## config.mk

```make
export PLATFORM = sky130hd
export DESIGN_NAME = ensemble_vote_accumulator
export DESIGN_NICKNAME = d
export VERILOG_FILES = /design/src/rtl/ensemble_vote_accumulator.sv
export SDC_FILE = /design/constraint.sdc
export NUM_CORES = 1
export LEC_CHECK = 0
export ABC_AREA = 1
export ABC_CLOCK_PERIOD_IN_PS = 2100
export CAP_MARGIN = 10
export CELL_PAD_IN_SITES_DETAIL_PLACEMENT = 1
export CELL_PAD_IN_SITES_GLOBAL_PLACEMENT = 1
export CORE_MARGIN = 1
export CORE_UTILIZATION = 38
export CTS_CLUSTER_DIAMETER = 150
export DETAILED_ROUTE_END_ITERATION = 8
export MAX_ROUTING_LAYER = met4
export PLACE_DENSITY = 0.73
export SLEW_MARGIN = 20
export SYNTH_ARGS = -nofsm -noshare
export SYNTH_HDL_FRONTEND = slang
export SYNTH_SLANG_ARGS = --single-unit
```

## constraint.sdc

```tcl
create_clock -name clk -period 2.1 [get_ports clk]
set_clock_uncertainty 0.2 [all_clocks]
set_input_delay 0.21 -clock clk [delete_from_list [all_inputs] [get_ports clk]]
set_output_delay 0.21 -clock clk [all_outputs]
set_load 0.1 [all_outputs]
```

## src/rtl/ensemble_vote_accumulator.sv

```systemverilog
// Accumulates per-class votes from NUM_MEMBERS serial member beats, then scans
// the counters one class per cycle to find the winner and hands it downstream.
module ensemble_vote_accumulator #(
  parameter int NUM_CLASSES = 10,
  parameter int NUM_MEMBERS = 4,
  parameter int CNT_W       = $clog2(NUM_MEMBERS + 1),
  parameter int IDX_W       = $clog2(NUM_CLASSES)
) (
  input  logic                   clk,
  input  logic                   rst,
  input  logic                   in_valid,
  output logic                   in_ready,
  input  logic [NUM_CLASSES-1:0] in_bits,
  output logic                   out_valid,
  input  logic                   out_ready,
  output logic [IDX_W-1:0]       out_class,
  output logic [CNT_W-1:0]       out_votes,
  output logic                   out_tie
);

  typedef enum logic [1:0] {
    ST_ACCUM = 2'd0,
    ST_SCAN  = 2'd1,
    ST_DONE  = 2'd2
  } state_e;

  localparam logic [IDX_W-1:0] LAST_IDX    = IDX_W'(NUM_CLASSES - 1);
  localparam logic [CNT_W-1:0] LAST_MEMBER = CNT_W'(NUM_MEMBERS - 1);

  state_e           state_q, state_d;
  logic [CNT_W-1:0] cnt_q [NUM_CLASSES];
  logic [CNT_W-1:0] cnt_d [NUM_CLASSES];
  logic [CNT_W-1:0] mcnt_q, mcnt_d;
  logic [IDX_W-1:0] idx_q, idx_d;
  logic [IDX_W-1:0] best_idx_q, best_idx_d;
  logic [CNT_W-1:0] best_votes_q, best_votes_d;
  logic             tie_q, tie_d;

  logic             in_ready_q, in_ready_d;
  logic             out_valid_q, out_valid_d;
  logic [IDX_W-1:0] out_class_q, out_class_d;
  logic [CNT_W-1:0] out_votes_q, out_votes_d;
  logic             out_tie_q, out_tie_d;

  logic [CNT_W-1:0] scan_cnt_s;

  assign scan_cnt_s = cnt_q[idx_q];

  // Next-state, counter update and scan comparison
  always_comb begin
    state_d      = state_q;
    cnt_d        = cnt_q;
    mcnt_d       = mcnt_q;
    idx_d        = idx_q;
    best_idx_d   = best_idx_q;
    best_votes_d = best_votes_q;
    tie_d        = tie_q;

    case (state_q)
      ST_ACCUM: begin
        if (in_valid) begin
          for (int c = 0; c < NUM_CLASSES; c++) begin
            cnt_d[c] = cnt_q[c] + CNT_W'(in_bits[c]);
          end
          if (mcnt_q == LAST_MEMBER) begin
            mcnt_d  = '0;
            idx_d   = '0;
            state_d = ST_SCAN;
          end else begin
            mcnt_d = mcnt_q + CNT_W'(1);
          end
        end else begin
          mcnt_d = mcnt_q;
        end
      end
      ST_SCAN: begin
        if (idx_q == '0) begin
          best_idx_d   = '0;
          best_votes_d = scan_cnt_s;
          tie_d        = 1'b0;
        end else if (scan_cnt_s > best_votes_q) begin
          best_idx_d   = idx_q;
          best_votes_d = scan_cnt_s;
          tie_d        = 1'b0;
        end else if (scan_cnt_s == best_votes_q) begin
          // Equal count keeps the earlier (lower) index as winner
          tie_d = 1'b1;
        end else begin
          tie_d = tie_q;
        end
        if (idx_q == LAST_IDX) begin
          state_d = ST_DONE;
        end else begin
          idx_d = idx_q + IDX_W'(1);
        end
      end
      ST_DONE: begin
        if (out_ready) begin
          for (int c = 0; c < NUM_CLASSES; c++) begin
            cnt_d[c] = '0;
          end
          best_idx_d   = '0;
          best_votes_d = '0;
          tie_d        = 1'b0;
          state_d      = ST_ACCUM;
        end else begin
          state_d = ST_DONE;
        end
      end
      default: begin
        state_d = ST_ACCUM;
      end
    endcase
  end

  // Output registers follow the next state so they line up with state_q
  always_comb begin
    in_ready_d  = (state_d == ST_ACCUM);
    out_valid_d = (state_d == ST_DONE);
    if (state_d == ST_DONE) begin
      out_class_d = best_idx_d;
      out_votes_d = best_votes_d;
      out_tie_d   = tie_d;
    end else begin
      out_class_d = '0;
      out_votes_d = '0;
      out_tie_d   = 1'b0;
    end
  end

  // State and datapath registers with synchronous reset
  always_ff @(posedge clk) begin
    if (rst) begin
      state_q      <= ST_ACCUM;
      for (int c = 0; c < NUM_CLASSES; c++) begin
        cnt_q[c] <= '0;
      end
      mcnt_q       <= '0;
      idx_q        <= '0;
      best_idx_q   <= '0;
      best_votes_q <= '0;
      tie_q        <= 1'b0;
      in_ready_q   <= 1'b1;
      out_valid_q  <= 1'b0;
      out_class_q  <= '0;
      out_votes_q  <= '0;
      out_tie_q    <= 1'b0;
    end else begin
      state_q      <= state_d;
      cnt_q        <= cnt_d;
      mcnt_q       <= mcnt_d;
      idx_q        <= idx_d;
      best_idx_q   <= best_idx_d;
      best_votes_q <= best_votes_d;
      tie_q        <= tie_d;
      in_ready_q   <= in_ready_d;
      out_valid_q  <= out_valid_d;
      out_class_q  <= out_class_d;
      out_votes_q  <= out_votes_d;
      out_tie_q    <= out_tie_d;
    end
  end

  assign in_ready  = in_ready_q;
  assign out_valid = out_valid_q;
  assign out_class = out_class_q;
  assign out_votes = out_votes_q;
  assign out_tie   = out_tie_q;

endmodule

```

# After elaboration in Yosys (flattened, before gate mapping)
# Index checks and enable logic that the tools add are counted.
[totals] register_bits=57 output_inout_bits=10 in_bits=14
[op_classes] bitwise_logic=2 n_lt_le_gt_ge=2 n_mux=29 n_reduce_logical=9 n_eq_ne=10 n_addsub=12
[ops] cell="$mux 30" n=2
[ops] cell="$pmux 30 s2" n=1
[ops] cell="$add 3x1->3" n=10
[ops] cell="$mux 4" n=6
[ops] cell="$mux 3" n=6
[ops] cell="$pmux 4 s2" n=2
[ops] cell="$bmux 3 s4" n=1
[ops] cell="$mux 2" n=4
[ops] cell="$ne 2x2->1 const B" n=4
[ops] cell="$pmux 2 s3" n=1
[ops] cell="$pmux 3 s2" n=1
[ops] cell="$ge 5x5->1 const B" n=1
[ops] cell="$not 4->5" n=1
[ops] cell="$add 4x1->4 const B" n=1
[ops] cell="$eq 2x2->1 const B" n=2
[ops] cell="$eq 4x4->1 const B" n=1
[ops] cell="$logic_not 2->1" n=2
[ops] cell="$logic_not 4->1" n=1
[ops] cell="$mux 1" n=4
[ops] cell="$reduce_and 4->1" n=1
[ops] cell="$reduce_bool 2->1" n=2
[ops] cell="$add 3x1->3 const B" n=1
[ops] cell="$eq 3x2->1 const B" n=1
[ops] cell="$eq 3x3->1" n=1
[ops] cell="other kinds (7)" n=7

# Longest topological paths before layout
# Gate-level depths: netlist of run 1.
[depth] depth_word=9 mapped_depth=16

# Least setup slack after synthesis of run 1
# Ideal clock, no wire load.
[synth_timing] path_type="reg2reg" start="register idx_q[0]" end="register out_class_q[0], in the netlist out_class[0]" path_buffers=2 slack_ns=-0.149 t_arrival_ns=1.978 synth_period_minus_slack_ns=2.249 stages_incl_launch_ff=15 setup_time_ns=0.071 required_ns=1.829 path_cell_list="dfxtp_1 -> buf_4 -> inv_4 -> buf_6 -> o21ai_0 -> nand2_1 -> nand2_1 -> nand3_2 -> ha_1 -> nand2_1 -> o21ai_1 -> nand2_1 -> nor3_2 -> nand2_1 -> a21oi_1"
[synth_via] elab_chain_len=8 elab_cells_between_ends=15
[synth_rtl] item="start: declaration" line="34" text="logic [IDX_W-1:0] idx_q, idx_d;"
[synth_rtl] item="start signal: assignment" line="152" text="idx_q <= idx_d;"
[synth_rtl] item="$not 4->5 (implied by the code)" line="47" text="assign scan_cnt_s = cnt_q[idx_q];"
[synth_rtl] item="$bmux 3 s4" line="47"
[synth_rtl] item="$mux 3 (implied by the code) (2 in series)" line="47"
[synth_rtl] item="$gt 3x3->1" line="81" text="end else if (scan_cnt_s > best_votes_q) begin"
[synth_rtl] item="$mux 4" line="81"
[synth_rtl] item="$mux 4" line="77" text="if (idx_q == '0) begin"
[synth_rtl] item="$pmux 4 s2" line="59" text="case (state_q)"
[synth_rtl] item="end signal: assignment" line="158" text="out_class_q <= out_class_d;"
[synth_rtl] item="end: declaration" line="41" text="logic [IDX_W-1:0] out_class_q, out_class_d;"
# Several ways; a longest one is shown, not always the timed one. The select of a mux whose other input is x is not followed.
# A chain may end at the register's enable or synchronous reset.

# Worst setup path after layout of run 1
[layout_timing] start="register idx_q[1]" end="register out_class_q[0], in the netlist out_class[0]"
# The elaborated chain is that of the path after synthesis.

==> metrics.txt, run 1 <==
placer's final routability congestion estimate around 0.86; Max Freq between 400 and 500 MHz; final standard cell utilization of the core 0.537; total I/O pin count 24; final critical-path setup slack -0.206 ns; result of the run finished with violations; Slew @ Worst Pin ~0.45 ns; classification of the worst-slack hold path reg -> reg; maxcap violations 0; fraction of final layout cells with drive strength greater than 1 0.238; vias in the first global route 3000; Slowest-stage cell, CP sky130_fd_sc_hd__dfxtp_4; top-area cell type share of the netlist area 0.388; DRC marker count from the first detailed-route iteration 70; family with the most delay on the worst path simple AND/OR/NAND/NOR gates; clock insertion delay at the later pin of the skew report 0.34 ns; Setup-failing EPs final 16; Cell variety after synth 32; CTS sink cnt 57; Filler Cell Count between 900 and 1000; maximum single-stage delay on the critical path around 0.38 ns; cell area after layout 3950 µm²; Nets approximately 500; clock-pin slew of the registers on the worst-case setup and hold paths approximately 0.070 ns; most frequently used flop master after synthesis sky130_fd_sc_hd__dfxtp_1; first-pass GRT wire length around 14 mm; cell taking the most area after synthesis sky130_fd_sc_hd__dfxtp_1; startpoint type of the worst setup path flop; endpoint class of the critical path flop; per-cell routed wire length around 14 µm; Warnings, synthesis 0; Syn Inst Count approximately 400; buffers plus inverters on the worst setup path 1; Reg area approximately 1100 µm²; width of the die 90.0 µm; share of the yosys chip area belonging to registers 0.388; y dimension of the die 90.0 µm; Core Rows 31; remaining design rule violation count 0; count of flip-flops with a built-in enable after synthesis 0; RSZ-0062 raised after global routing true; post-layout minimum cycle time about 2.3 ns; share of the clock period used by the worst path after layout 1.10; Floorplan Core Area ~7400 µm²; CP required between 2 and 2.5 ns; largest vdd supply drop about 0.24 mV; final max-slew violation count 0; Detail Route Antenna Nets 0; multi-input logic area 1720 µm²; Detailed Route WL about 8 mm; violations in the final reports negative setup slack; cell chain of the critical path buf_12 > nand2_1 > nand3_1 > nand2_1 > nand2_2 > nand3_4 > ha_4 > nand2_4 > o21ai_4 > nand2_4 > nor3_4 > nand2_2 > a21oi_1; number of vias in the routed layout about 2800; maximum number of pins on one net before global-route repair 21; Clock Root Buffer sky130_fd_sc_hd__clkbuf_8; maximum number of buffers from clock root to sink 2; maximum fanout along the worst path 8; post-synth net total about 450; detailed-route vias per instance just under 5; Initial Utilization 0.399; number of antenna violations at the first check in global routing 0; synthesized flop and latch total 57; total power divided by cell area ~650 nW/µm²; asr flop ratio synth 0; all-layer global routing usage 0.217; worst endpoint data arrival time around 2.4 ns; global-route congestion overflow total 0; ant diodes 0; classification of the worst setup path reg -> reg; post-route worst hold slack 0.271 ns; Detailed Routing Iterations Pass 1 4; Num CTS Buffers 9; combined area of all synthesized cells approximately 2900 µm²; H-tree Lvls 3; Layout area overhead 34.3%; Fin. Hold Viols 0; number of input and output port buffers inserted 23; remaining max-slew budget at the tightest pin 0.696; floorplan die area 8100 µm²; CTS tree yes; average footprint of a synthesized cell between 7 and 8 µm²; leak pwr roughly 1.8 nW; cell types with the largest area share after synthesis sky130_fd_sc_hd__dfxtp_1 (39%), sky130_fd_sc_hd__nand2_1 (16%), sky130_fd_sc_hd__ha_1 (13%); half-perimeter wire length after detailed placement about 5.9 mm; total placed instance area approximately 3500 µm²
## cell usage after synthesis, types with 2 or more instances
library cell / number
sky130_fd_sc_hd__a21oi_1: 47
sky130_fd_sc_hd__buf_2: 5
sky130_fd_sc_hd__buf_6: 2
sky130_fd_sc_hd__clkbuf_1: 4
sky130_fd_sc_hd__dfxtp_1: 57
sky130_fd_sc_hd__ha_1: 31
sky130_fd_sc_hd__inv_1: 41
sky130_fd_sc_hd__inv_2: 3
sky130_fd_sc_hd__nand2_1: 122
sky130_fd_sc_hd__nand2_2: 3
sky130_fd_sc_hd__nand3_1: 14
sky130_fd_sc_hd__nand3_2: 3
sky130_fd_sc_hd__nor2_1: 31
sky130_fd_sc_hd__nor3_1: 4
sky130_fd_sc_hd__nor3_2: 2
sky130_fd_sc_hd__o21ai_0: 17
sky130_fd_sc_hd__o21ai_2: 2
sky130_fd_sc_hd__or2_1: 2
## where the power goes
part           total (mW)  internal, mW  leakage, nW  switching [mW]
sequential           1.14          1.11        0.463          0.0252
clock                1.09         0.645        0.107           0.441
combinational       0.360         0.164         1.23           0.196
total                2.58          1.92         1.80           0.662
## cell families (layout without fill, tap and decap cells)
| family | count (synthesis) | count (layout) | synth area share |
|---|---|---|---|
| adders and majority gates | 31 | 31 | 0.132 |
| AOI/OAI and AO/OA | 73 | 73 | 0.132 |
| and+or+nand+nor | 185 | 185 | 0.264 |
| buffers and inverters | 58 | 129 | 0.0850 |
| DFF | 57 | 57 | 0.388 |
## final timing paths
kind,cells past startpoint,slack (ns),start,endpoint
max,13,-0.21,idx_q[1]$_SDFFE_PP0P_,out_class[0]$_SDFF_PP0_
min,2,0.27,best_idx_q[1]$_SDFF_PP0_,out_class[1]$_SDFF_PP0_
max reg2reg,13,-0.21,idx_q[1]$_SDFFE_PP0P_,out_class[0]$_SDFF_PP0_
min reg2reg,2,0.27,best_idx_q[1]$_SDFF_PP0_,out_class[1]$_SDFF_PP0_
## placed cells by master, fill, tap and decap left out, drive strengths merged
master and n:
nand2 126, dfxtp 57, buf 54, a21oi 48, inv 46, nor2 32, ha 31, o21ai 20
nand3 17, clkbuf 14, clkdlybuf4s50 13, nor3 6, or2 2, o211ai 1, and3 1, o21a 1
o21bai 1, a31oi 1, a211oi 1, nor3b 1, bufinv 1, clkinv 1
## per-stage QoR
step | power [mW] | worst slack (ns) | std cells | TNS [ns]
4_1_cts | 2.59 | -0.167 | 571 | -2.19
2_1_floorplan | 1.34 | -0.139 | 404 | -1.46
3_5_place_dp | 1.47 | -0.359 | 553 | -4.67
6_report | 2.58 | -0.206 | 574 | -2.51
3_3_place_gp | 1.45 | -0.284 | 553 | -3.49
5_1_grt | 2.70 | -0.322 | 574 | -4.24
## state kept, by name (all words and copies together), names as in the netlist, 2 cells and up
| register | flops |
|---|---|
| out_votes | 3 |
| best_votes_q | 3 |
| idx_q | 4 |
| best_idx_q | 4 |
| mcnt_q | 3 |
| cnt_q | 30 |
| out_class | 4 |
| state_q | 2 |
## cell type report
| cell class | instances | area share |
|---|---|---|
| clock buffer | 14 | 0.0437 |
| clock inverter | 2 | 0.00886 |
| inverter | 46 | 0.0468 |
| multi-input combinational | 289 | 0.436 |
| sequential | 57 | 0.291 |
| tap | 99 | 0.0313 |
| timing repair buffer | 67 | 0.143 |
## metal layers
layer	up-vias	track usage	share of wire	wire length [µm]
met5	-	-	0	0
met1	1347	0.246	0.45	3580
met4	0	0.0995	0.030	241
met3	24	0.0381	0.021	169
met2	37	0.373	0.50	4040
li1	1434	-	-	-
## worst min-delay path: stages, from the launching register on
cell                      delay [ns]
sky130_fd_sc_hd__dfxtp_1        0.30
sky130_fd_sc_hd__nand2_1        0.07
sky130_fd_sc_hd__a21oi_1        0.06
## what timing repair did
action | in CTS | in global routing
hold buffers | 0 | 0
pin swaps | 18 | 5
gates cloned | 0 | 0
buffers inserted | 2 | 3
resized for setup | 25 | 20
setup endpoints to repair | 16 | 17
No activity file was read; power rests on OpenSTA's default activity.
==> run 2, diff against run 1 <==
Settings changed: CAP_MARGIN 10 to unset, HOLD_SLACK_MARGIN set to 0.12.
==> results of run 2 <==
Final layout, timing and power as in run 1 (identical DEF).
==> run 3, diff against run 2 <==
Settings changed: ABC_AREA 1 to unset, ABC_CLOCK_PERIOD_IN_PS 2100 to 2900, CORE_UTILIZATION 38 to 48, PLACE_DENSITY 0.73 to 0.82.
Clock period 2.1 ns to 2.9 ns, I/O delays scaled along.
==> run 3 against run 2 <==
Via count decreased by 21%. Design area decreased by 12%. Critical path type unchanged. Worst hold slack worse by 0.010 ns. Non-clock buffer count decreased by 32. Worst setup slack better by 0.25 ns. Highest routed layer unchanged. Critical endpoint is now best_votes_q[1]$_SDFF_PP0_. The flow now finishes without violations. Wire length down 9.8%. Combinational power down 58%. Synthesized area is 4.6% lower. Register-to-register slack gained 0.25 ns. Final cell count down 30%. Clock power decreased by 22%.
==> metrics.txt, run 3 <==
Cell variety after synth 47; Worst Setup SP idx_q[2]$_SDFFE_PP0P_; library cell with the highest instance count after synthesis sky130_fd_sc_hd__dfxtp_1; clock insertion delay at the later pin of the skew report ~0.34 ns; global-route congestion overflow total 0; width of the die about 80 µm; H-tree Lvls 3; DRC marker count from the first detailed-route iteration 90; endpoint class of the critical path flop; Fin. Hold Viols 0; Num CTS Buffers 9; Detailed Route WL just over 7 mm; placer's final routability congestion estimate 0.793; Nets ~370; total power divided by cell area 524 nW/µm²; remaining max-slew budget at the tightest pin 0.673; floorplan die area between 6000 and 7000 µm²; leak pwr 1.44 nW; register containing the most flip-flops in the final layout cnt_q; list of most frequent post-synthesis cells sky130_fd_sc_hd__dfxtp_1 (57), sky130_fd_sc_hd__nor2_1 (53), sky130_fd_sc_hd__ha_1 (31); maxcap violations 0; setup TNS 0 ns; maximum number of pins on one net before global-route repair 37; number of vias in the routed layout 2243; worst endpoint data arrival time between 2 and 3 ns; cell area after layout around 3500 µm²; number of input and output port buffers inserted 23; detailed-route vias per instance ~5.6; fraction of final layout cells with drive strength greater than 1 0.201; result of the run completed; Layout area overhead 23.8%; Floorplan Core Area between 5000 and 6000 µm²; first-pass GRT wire length around 12 mm; post-layout minimum cycle time about 2.9 ns; top-area cell type share of the netlist area 0.406; vias in the first global route 2373; CP required between 2 and 3 ns; hold-fix buffers at CTS 0; total placed instance area between 3000 and 4000 µm²; highest-count cells in the layout ignoring fill and taps sky130_fd_sc_hd__dfxtp_1 (55), sky130_fd_sc_hd__nor2_1 (51), sky130_fd_sc_hd__ha_1 (30); Setup-failing EPs final 0; endpoint of the most critical register-to-register path best_votes_q[1]$_SDFF_PP0_; Core Rows 27; share of the clock period used by the worst path after layout 0.986; CTS tree yes; clock-pin slew of the registers on the worst-case setup and hold paths ~0.07 ns; y dimension of the die 78.5 µm; worst reg2reg setup slack roughly 0.04 ns; classification of the worst-slack hold path reg -> reg; classification of the worst setup path reg -> reg; per-cell routed wire length about 18 µm; number of antenna violations at the first check in global routing 0; Detail Route Antenna Nets 0; cell taking the most area after synthesis sky130_fd_sc_hd__dfxtp_1; end of the critical path best_votes_q[1]$_SDFF_PP0_; startpoint type of the worst setup path flop; share of the yosys chip area belonging to registers 0.406; Slew @ Worst Pin 0.486 ns; half-perimeter wire length after detailed placement 5.03 mm; Warnings, synthesis 0; synthesized flop and latch total 57; Clock Root Buffer sky130_fd_sc_hd__clkbuf_8; maximum number of buffers from clock root to sink 2; total I/O pin count 24; maximum fanout along the worst path 13; Largest register FFs 30; Initial Utilization 0.504; count of flip-flops with a built-in enable after synthesis 0; Detailed Routing Iterations Pass 1 4; cell count of the worst reg-to-reg path 12; remaining design rule violation count 0; all-layer global routing usage 0.264; RSZ-0062 raised after global routing true; cell types with the largest area share after synthesis sky130_fd_sc_hd__dfxtp_1 (41%), sky130_fd_sc_hd__ha_1 (14%), sky130_fd_sc_hd__nor2_1 (7.1%); post-synth net total ~340; Max Freq around 350 MHz; Filler Cell Count ~630; startpoint of the most critical register-to-register path idx_q[2]$_SDFFE_PP0P_; average footprint of a synthesized cell between 9 and 10 µm²; most frequent standard cell in the layout excluding fill and tap cells sky130_fd_sc_hd__dfxtp_1; ant diodes 0; most frequently used flop master after synthesis sky130_fd_sc_hd__dfxtp_1; combined area of all synthesized cells 2810 µm²; largest vdd supply drop between 0.5 and 0.6 mV; asr flop ratio synth 0; CTS sink cnt 57; Syn Inst Count 292; final max-slew violation count 0
## run 3: cell types whose count changed after synthesis, moves of 6 or more
cell / previous run / this run
sky130_fd_sc_hd__nand3_1: 14 / 2
sky130_fd_sc_hd__xor2_1: 0 / 11
sky130_fd_sc_hd__a21oi_1: 47 / 6
sky130_fd_sc_hd__nor2_1: 31 / 53
sky130_fd_sc_hd__o21ai_0: 17 / 1
sky130_fd_sc_hd__inv_1: 41 / 13
sky130_fd_sc_hd__clkbuf_1: 4 / 10
sky130_fd_sc_hd__a22oi_1: 0 / 25
sky130_fd_sc_hd__nand2_1: 122 / 14
## run 3: through the flow
stage / instances / hold WS (ns) / power (mW) / setup slack, ns / utilization
after floorplan: 292 / 0.201 / 0.924 / 0.0783 / -
after global placement: 383 / 0.226 / 0.971 / 0.0167 / 0.562
after detailed placement: 383 / 0.243 / 0.981 / -0.0932 / 0.562
after CTS: 400 / 0.255 / 1.83 / 0.0168 / 0.606
after global routing: 400 / 0.296 / 1.90 / -0.0535 / 0.624
final: 400 / 0.260 / 1.82 / 0.0405 / 0.624
## run 3: worst max-delay path, cell delays in order (launching register included)
cell                        delay [ns]
sky130_fd_sc_hd__dfxtp_2          0.35
sky130_fd_sc_hd__buf_6            0.19
sky130_fd_sc_hd__mux2i_2          0.29
sky130_fd_sc_hd__nand3_1          0.16
sky130_fd_sc_hd__a31oi_4          0.24
sky130_fd_sc_hd__inv_1            0.07
sky130_fd_sc_hd__ha_1             0.29
sky130_fd_sc_hd__and3_4           0.21
sky130_fd_sc_hd__a21oi_4          0.05
sky130_fd_sc_hd__buf_4            0.14
sky130_fd_sc_hd__o211ai_1         0.28
sky130_fd_sc_hd__a2bb2oi_2        0.20
sky130_fd_sc_hd__nor2_1           0.06
## run 3: cells by family after synthesis
logic type,share of synthesized area
compound gates,0.148
xor+xnor,0.0374
fa+ha+maj,0.138
buf+inv,0.0428
flops,0.406
mux,0.0642
simple gates,0.163
## run 3: repair_timing
item                                    in CTS  in global routing
resized for setup                            4                 17
endpoints found under the setup margin      12                 16
endpoints found under the hold margin        0                  0
buffers inserted                             1                  0
pin swaps                                    1                  5
## run 3: worst min-delay path by stage
stage	start	end	depth (start not counted)	slack (ns)
3_3_place_gp	mcnt_q[2]$_SDFFE_PP0P_	mcnt_q[2]$_SDFFE_PP0P_	2	0.23
2_1_floorplan	in_valid	mcnt_q[2]$_SDFFE_PP0P_	1	0.20
6_report	mcnt_q[2]$_SDFFE_PP0P_	mcnt_q[2]$_SDFFE_PP0P_	2	0.26
4_1_cts	mcnt_q[2]$_SDFFE_PP0P_	mcnt_q[2]$_SDFFE_PP0P_	2	0.25
3_5_place_dp	mcnt_q[2]$_SDFFE_PP0P_	mcnt_q[2]$_SDFFE_PP0P_	2	0.24
5_1_grt	mcnt_q[2]$_SDFFE_PP0P_	mcnt_q[2]$_SDFFE_PP0P_	2	0.30
## run 3: final cells by class
cell class                 instances  area [µm²]  area share
sequential                        57        1150       0.330
multi-input combinational        207        1650       0.476
timing repair buffer              35         312      0.0896
tap                               72        90.1      0.0259
clock buffer                      10         138      0.0396
clock inverter                     6        88.8      0.0256
inverter                          13        48.8      0.0140
## run 3: metal layers
layer,track usage,wire length (µm),share of wire,vias up
li1,-,-,-,1092
met1,0.303,3270,0.45,1101
met2,0.455,3620,0.50,30
met3,0.0453,187,0.026,20
met4,0.111,169,0.023,0
met5,-,0,0,-
## run 3: power breakdown
group	switching, mW	internal [mW]	total, mW
clock network	0.340	0.508	0.848
logic	0.0788	0.0724	0.151
registers	0.0200	0.803	0.823
total	0.439	1.38	1.82
